<file path="src/rtl/i2s_codec_target.sv">
// I2S target (codec side). Follows an externally driven sclk/lrclk pair,
// deserialises sdin into per-channel 24-bit words and serialises the
// per-channel transmit words onto sdout. All logic runs on clk; every I2S pin
// is brought into the clk domain through a two-flop synchroniser.
module i2s_codec_target #(
  parameter int DATA_W = 24,
  parameter int SLOT_W = 32
) (
  input  logic              clk,
  input  logic              rst,
  input  logic              i2s_rstn,
  input  logic              i2s_lrclk,
  input  logic              i2s_sclk,
  input  logic              i2s_sdin,
  output logic              i2s_sdout,
  output logic [1:0]        rx_vld,
  output logic [DATA_W-1:0] rx_data,
  input  logic [DATA_W-1:0] tx_data0,
  input  logic [DATA_W-1:0] tx_data1,
  output logic [1:0]        tx_ack,
  output logic              frame_err,
  input  logic              err_clr
);

  localparam int CNT_W = $clog2(SLOT_W + 1);
  localparam int TXC_W = $clog2(DATA_W + 1);

  typedef enum logic {IDLE, SLOT} state_t;

  logic [1:0] rstn_sync;
  logic [1:0] lr_sync;
  logic [1:0] sclk_sync;
  logic [1:0] sdin_sync;
  logic       sclk_d;

  logic rstn_s;
  logic lr_s;
  logic sclk_s;
  logic sdin_s;
  logic sclk_rise;
  logic sclk_fall;

  state_t            state;
  logic              lr_q;
  logic              lr_seen;
  logic [CNT_W-1:0]  bit_cnt;
  logic [CNT_W-1:0]  bit_inc;
  logic [TXC_W-1:0]  tx_cnt;
  logic [DATA_W-1:0] rx_sr;
  logic [DATA_W-1:0] rx_next;
  logic [DATA_W-1:0] tx_sr;
  logic              boundary;

  // Two-flop synchronisers for every pin plus one extra sclk stage for edge detection
  always_ff @(posedge clk or posedge rst) begin
    if (rst) begin
      rstn_sync <= '0;
      lr_sync   <= '0;
      sclk_sync <= '0;
      sdin_sync <= '0;
      sclk_d    <= 1'b0;
    end else begin
      rstn_sync <= {rstn_sync[0], i2s_rstn};
      lr_sync   <= {lr_sync[0], i2s_lrclk};
      sclk_sync <= {sclk_sync[0], i2s_sclk};
      sdin_sync <= {sdin_sync[0], i2s_sdin};
      sclk_d    <= sclk_sync[1];
    end
  end

  assign rstn_s    = rstn_sync[1];
  assign lr_s      = lr_sync[1];
  assign sclk_s    = sclk_sync[1];
  assign sdin_s    = sdin_sync[1];
  assign sclk_rise = sclk_s & ~sclk_d;
  assign sclk_fall = ~sclk_s & sclk_d;

  // A boundary needs a previously captured lrclk so the first rise after reset only primes lr_q
  assign boundary = lr_seen && (lr_s != lr_q);
  assign bit_inc  = (bit_cnt == CNT_W'(SLOT_W)) ? bit_cnt : bit_cnt + 1'b1;
  assign rx_next  = {rx_sr[DATA_W-2:0], sdin_s};

  // Slot sequencer: tracks lrclk, counts bits, shifts data in on rises and out on falls
  always_ff @(posedge clk or posedge rst) begin
    if (rst) begin
      state     <= IDLE;
      lr_q      <= 1'b0;
      lr_seen   <= 1'b0;
      bit_cnt   <= '0;
      tx_cnt    <= '0;
      rx_sr     <= '0;
      tx_sr     <= '0;
      i2s_sdout <= 1'b0;
      rx_vld    <= '0;
      tx_ack    <= '0;
      rx_data   <= '0;
      frame_err <= 1'b0;
    end else begin
      rx_vld <= '0;
      tx_ack <= '0;
      if (err_clr) begin
        frame_err <= 1'b0;
      end
      if (sclk_rise) begin
        lr_q    <= lr_s;
        lr_seen <= 1'b1;
      end
      if (!rstn_s) begin
        state     <= IDLE;
        i2s_sdout <= 1'b0;
        rx_sr     <= '0;
        tx_sr     <= '0;
        bit_cnt   <= '0;
        tx_cnt    <= '0;
      end else begin
        if (tx_ack != 2'b00) begin
          tx_sr <= tx_ack[1] ? tx_data1 : tx_data0;
        end
        case (state)
          IDLE: begin
            i2s_sdout <= 1'b0;
            if (sclk_rise && boundary) begin
              state   <= SLOT;
              bit_cnt <= '0;
              tx_cnt  <= '0;
              tx_ack  <= {lr_s, ~lr_s};
            end
          end
          SLOT: begin
            if (sclk_rise) begin
              if (boundary) begin
                bit_cnt <= '0;
                tx_cnt  <= '0;
                tx_ack  <= {lr_s, ~lr_s};
                if (bit_cnt < CNT_W'(DATA_W)) begin
                  frame_err <= 1'b1;
                end
              end else begin
                bit_cnt <= bit_inc;
                if (bit_inc <= CNT_W'(DATA_W)) begin
                  rx_sr <= rx_next;
                end
                if (bit_inc == CNT_W'(DATA_W)) begin
                  rx_data <= rx_next;
                  rx_vld  <= {lr_q, ~lr_q};
                end
              end
            end
            if (sclk_fall) begin
              if (tx_cnt < TXC_W'(DATA_W)) begin
                i2s_sdout <= tx_sr[DATA_W-1];
                tx_sr     <= {tx_sr[DATA_W-2:0], 1'b0};
                tx_cnt    <= tx_cnt + 1'b1;
              end else begin
                i2s_sdout <= 1'b0;
              end
            end
          end
        endcase
      end
    end
  end

endmodule

</file>
<file path="config.mk">
export PLATFORM = sky130hd
export DESIGN_NAME = i2s_codec_target
export DESIGN_NICKNAME = d
export VERILOG_FILES = /design/src/rtl/i2s_codec_target.sv
export SDC_FILE = /design/constraint.sdc
export NUM_CORES = 1
export LEC_CHECK = 0
export CAP_MARGIN = 20
export CORE_MARGIN = 5
export CORE_UTILIZATION = 53
export DETAILED_ROUTE_END_ITERATION = 10
export PLACE_DENSITY = 0.91
export SLEW_MARGIN = 0
export SYNTH_ARGS = -nofsm -noshare
export SYNTH_HDL_FRONTEND = slang
export SYNTH_SLANG_ARGS = --single-unit
</file>
<file path="constraint.sdc">
create_clock -name clk -period 4.25 [get_ports clk]
set_input_delay 0.85 -clock clk [delete_from_list [all_inputs] [get_ports clk]]
set_output_delay 0.85 -clock clk [all_outputs]
set_load 0.01 [all_outputs]
</file>
==> flow_summary.ini <==
[status]
status = finished clean

[sta]
setup-violations-final = 0
count_of_final_hold_check_violations = 0
worst_clock_skew_ns = 0.007257
fin_setup_tns_ns = 0
worst_slew_pin_slew_ns = 0.9125
unrepaired_setup_endpoints_after_global_routing = no
final-max-slew-violation-count = 0
finalWorstPathRequiredPeriod_ns = 2.701
maxSlewHeadroom_pct = 39.17
fmax_mhz = 370.3
post-route-period-util_pct = 63.55

[setup_path]
cp_data_arrival_time_ns = 2.94
timing.critical_path.required_ns = 4.49
timing.reg2reg.setup_slack_ns = 1.55
crit_path_end_kind = register
critical_path_peak_fanout = 54
startpoint_type = register
timing_worst_setup_path_type = reg2reg

[clocking]
cts_tree = built
root_buffer = sky130_fd_sc_hd__clkbuf_8
clock_path_buffers = 2
tritoncts.num_buffers = 9
hold_buffers = 0
h-tree-depth = 3
cts_setup_buffers = 0
clock_sinks = 100
clk_pin_slew_ns = 0.09
insertion_delay_ns = 0.35
cts-resized-gates = 0

[power_and_ir_drop]
power.switching_fraction_pct = 21.79
power.total_w = 0.001730
total_leakage_power_nw = 2.453
power.ir.vdd_worst_v = 0.0001787
p_int_w = 0.001353
p_comb_share_pct = 7.9
seqPwrFrac_pct = 56.3
clock_power_share_pct = 35.8
power_per_cell_area_mw_per_mm2 = 299.4
p_switching_w = 0.0003769

[yosys]
synth_enable_flop_cells = 0
yosys_most_used_dff = sky130_fd_sc_hd__dfrtp_1
synth_area_per_cell_um2 = 10.85
mappedNetlistNets = 492
yosysWarningCount = 0
post_synth_num_cell_types = 40
yosys.area.top_type_share_pct = 53.12
synth-seq-cells = 100
netlist_instances = 434
synth_area_leader_cell = sky130_fd_sc_hd__dfrtp_1
synth.yosys.seq_area_share_pct = 53.12
asyncSetResetFlopFracSynth_pct = 100.0
synthesis.area_mm2 = 0.004711
netlist_top_cells_area = sky130_fd_sc_hd__dfrtp_1 53%, sky130_fd_sc_hd__mux2i_1 10%, sky130_fd_sc_hd__nand2_1 8.5%

[final_layout]
drive_gt1_share_pct = 9.747
layoutNonFillerInstCount = 621
multi_input_comb_area_mm2 = 0.002007
insertedDiodeCount = 0
fillCellCount = 647
area_growth_syn_to_layout_pct = 22.63
layout.area.seq_mm2 = 0.002502
finalNetCount = 567

[global_route]
grt.met3_usage_pct = 3.786
grt.overflow.total = 0
number_of_antenna_violations_at_the_first_check_in_global_routing = 0
grt_first_pass_wirelength_um = 16990
grt_util_met1_pct = 25.83
top_usage_layer = met2
grt_max_degree = 76
grt_usage_pct = 18.67
vias_in_the_first_global_route = 3430
grt_use_met2_pct = 29.46

[die]
design.portCount = 85
die-height_um = 104.3
std_cell_rows = 34
design.die.area_mm2 = 0.01087
die_width_um = 104.3
placeableCoreArea_mm2 = 0.008678
starting_utilization_of_the_core_area_pct = 54.28

[placement]
detailed_place_hpwl_um = 6743
gp_congestion = 0.9348
dp_cells = 606
io_buffers = 84

[routing]
detail_route.first_pass.iterations = 4
via_per_inst = 5.348
post-route-drc-count = 0
ant_nets = 0
route.vias.total = 3321
first_drt_iteration_drcs = 257
routed_wl_um = 9797
wl_per_cell_um = 15.78

[run]
max_cap_viol_count = 0

[hold_path]
hp-class = reg2reg
==> layout make-up <==
cell class / count / area share, %
clock buffers: 12 / 2.859
flip-flops and latches: 100 / 43.32
clock inverters: 3 / 0.7797
inverters: 9 / 0.6281
multi-input cells: 299 / 34.74
repair buffers: 90 / 15.33
well taps: 108 / 2.339
==> power by group through the flow <==
stage | logic (W) | registers [W] | clock network, W
after CTS | 0.000139 | 0.000974 | 0.000632
after global placement | 0.000135 | 0.000992 | 0
after global routing | 0.000153 | 0.000976 | 0.000668
final | 0.000137 | 0.000974 | 0.000619
after detailed placement | 0.000138 | 0.000993 | 0
after floorplan | 0.0000695 | 0.000991 | 0
==> synth_stat cells, types with 2 or more instances <==
cell	n
sky130_fd_sc_hd__inv_1	9
sky130_fd_sc_hd__buf_4	2
sky130_fd_sc_hd__nand3_1	6
sky130_fd_sc_hd__nand3_2	2
sky130_fd_sc_hd__nor2b_1	2
sky130_fd_sc_hd__nand4_1	2
sky130_fd_sc_hd__dfrtp_1	100
sky130_fd_sc_hd__mux2_2	4
sky130_fd_sc_hd__a21boi_0	25
sky130_fd_sc_hd__buf_2	6
sky130_fd_sc_hd__and3_1	4
sky130_fd_sc_hd__and2_1	4
sky130_fd_sc_hd__clkbuf_1	12
sky130_fd_sc_hd__buf_8	2
sky130_fd_sc_hd__xnor2_1	4
sky130_fd_sc_hd__nor2_1	13
sky130_fd_sc_hd__ha_1	3
sky130_fd_sc_hd__nand2_1	107
sky130_fd_sc_hd__xor2_1	3
sky130_fd_sc_hd__mux2_4	20
sky130_fd_sc_hd__o22ai_1	2
sky130_fd_sc_hd__buf_6	3
sky130_fd_sc_hd__a31oi_1	2
sky130_fd_sc_hd__mux2i_1	48
sky130_fd_sc_hd__o21ai_0	31
sky130_fd_sc_hd__nand2b_1	4
==> cells by family (layout without fill, tap and decap cells) <==
family / after synthesis / after routing / share of synthesized area [%]
AND/OR/NAND/NOR: 149 / 149 / 13.63
XOR/XNOR: 7 / 7 / 1.301
multiplexers: 72 / 72 / 17.53
buffers and inverters: 35 / 114 / 4.276
AO/OA/AOI/OAI: 68 / 68 / 9.349
adder cells (fa/ha/maj): 3 / 3 / 0.7969
flip-flops: 100 / 100 / 53.12
==> critical path, cell delays in order, from the launching register on <==
cell and delay (ns):
sky130_fd_sc_hd__dfrtp_1 0.33, sky130_fd_sc_hd__buf_4 0.42, sky130_fd_sc_hd__and2_1 0.25, sky130_fd_sc_hd__o211ai_2 0.13
sky130_fd_sc_hd__nor2_1 0.24, sky130_fd_sc_hd__nand3_2 0.65, sky130_fd_sc_hd__mux2_4 0.54
==> path summary, 6_finish.rpt <==
check                             startpoint            to  cells past startpoint
worst max register to register  rstn_sync[1]    rx_data[8]                      6
worst max-delay path            rstn_sync[1]    rx_data[8]                      6
worst min register to register  sclk_sync[0]  sclk_sync[1]                      0
worst min-delay path            sclk_sync[0]  sclk_sync[1]                      0
max in group asynchronous                rst     tx_sr[14]                      3
min in group asynchronous                rst     tx_sr[10]                      2
==> through the flow <==
stage	hold slack (ns)	utilization [%]	instance area [µm²]	setup WS, ns
floorplan	0.3312	-	4711	0.7812
global placement	0.3327	64.14	5567	1.647
detailed placement	0.3358	64.14	5567	1.573
CTS	0.3560	66.57	5777	1.553
global route	0.3662	66.57	5777	1.371
finish	0.3519	66.57	5777	1.549
==> registers in the layout, indices dropped and copies added (netlist names) <==
| signal | cells |
|---|---|
| frame_err | 1 |
| state | 1 |
| sclk_sync | 2 |
| lr_sync | 2 |
| tx_ack | 2 |
| rx_vld | 2 |
| rx_data | 24 |
| tx_cnt | 5 |
| sdin_sync | 2 |
| bit_cnt | 6 |
| i2s_sdout | 1 |
| lr_seen | 1 |
| rstn_sync | 2 |
| sclk_d | 1 |
| rx_sr | 23 |
| tx_sr | 24 |
| lr_q | 1 |
==> routing by layer <==
metal  wire [µm]  share of wire (%)
met4         100                1.0
met5           0                  0
met2        4601                 47
met3         538                5.5
met1        4556                 47
==> layout by cell type (no fill, tap or decap), types with 2 or more instances in the layout <==
cell,n
sky130_fd_sc_hd__a21boi_0,25
sky130_fd_sc_hd__a31oi_1,2
sky130_fd_sc_hd__and2_1,4
sky130_fd_sc_hd__and3_1,4
sky130_fd_sc_hd__buf_4,6
sky130_fd_sc_hd__clkbuf_8,12
sky130_fd_sc_hd__clkdlybuf4s50_1,84
sky130_fd_sc_hd__clkinvlp_4,2
sky130_fd_sc_hd__dfrtp_1,100
sky130_fd_sc_hd__ha_1,3
sky130_fd_sc_hd__inv_1,8
sky130_fd_sc_hd__mux2_2,4
sky130_fd_sc_hd__mux2_4,20
sky130_fd_sc_hd__mux2i_1,48
sky130_fd_sc_hd__nand2_1,107
sky130_fd_sc_hd__nand2b_1,4
sky130_fd_sc_hd__nand3_1,6
sky130_fd_sc_hd__nand3_2,2
sky130_fd_sc_hd__nand4_1,2
sky130_fd_sc_hd__nor2_1,13
sky130_fd_sc_hd__nor2b_1,2
sky130_fd_sc_hd__o21ai_0,31
sky130_fd_sc_hd__o22ai_1,2
sky130_fd_sc_hd__xnor2_1,4
sky130_fd_sc_hd__xor2_1,3
(Power assumes the default switching activity.)
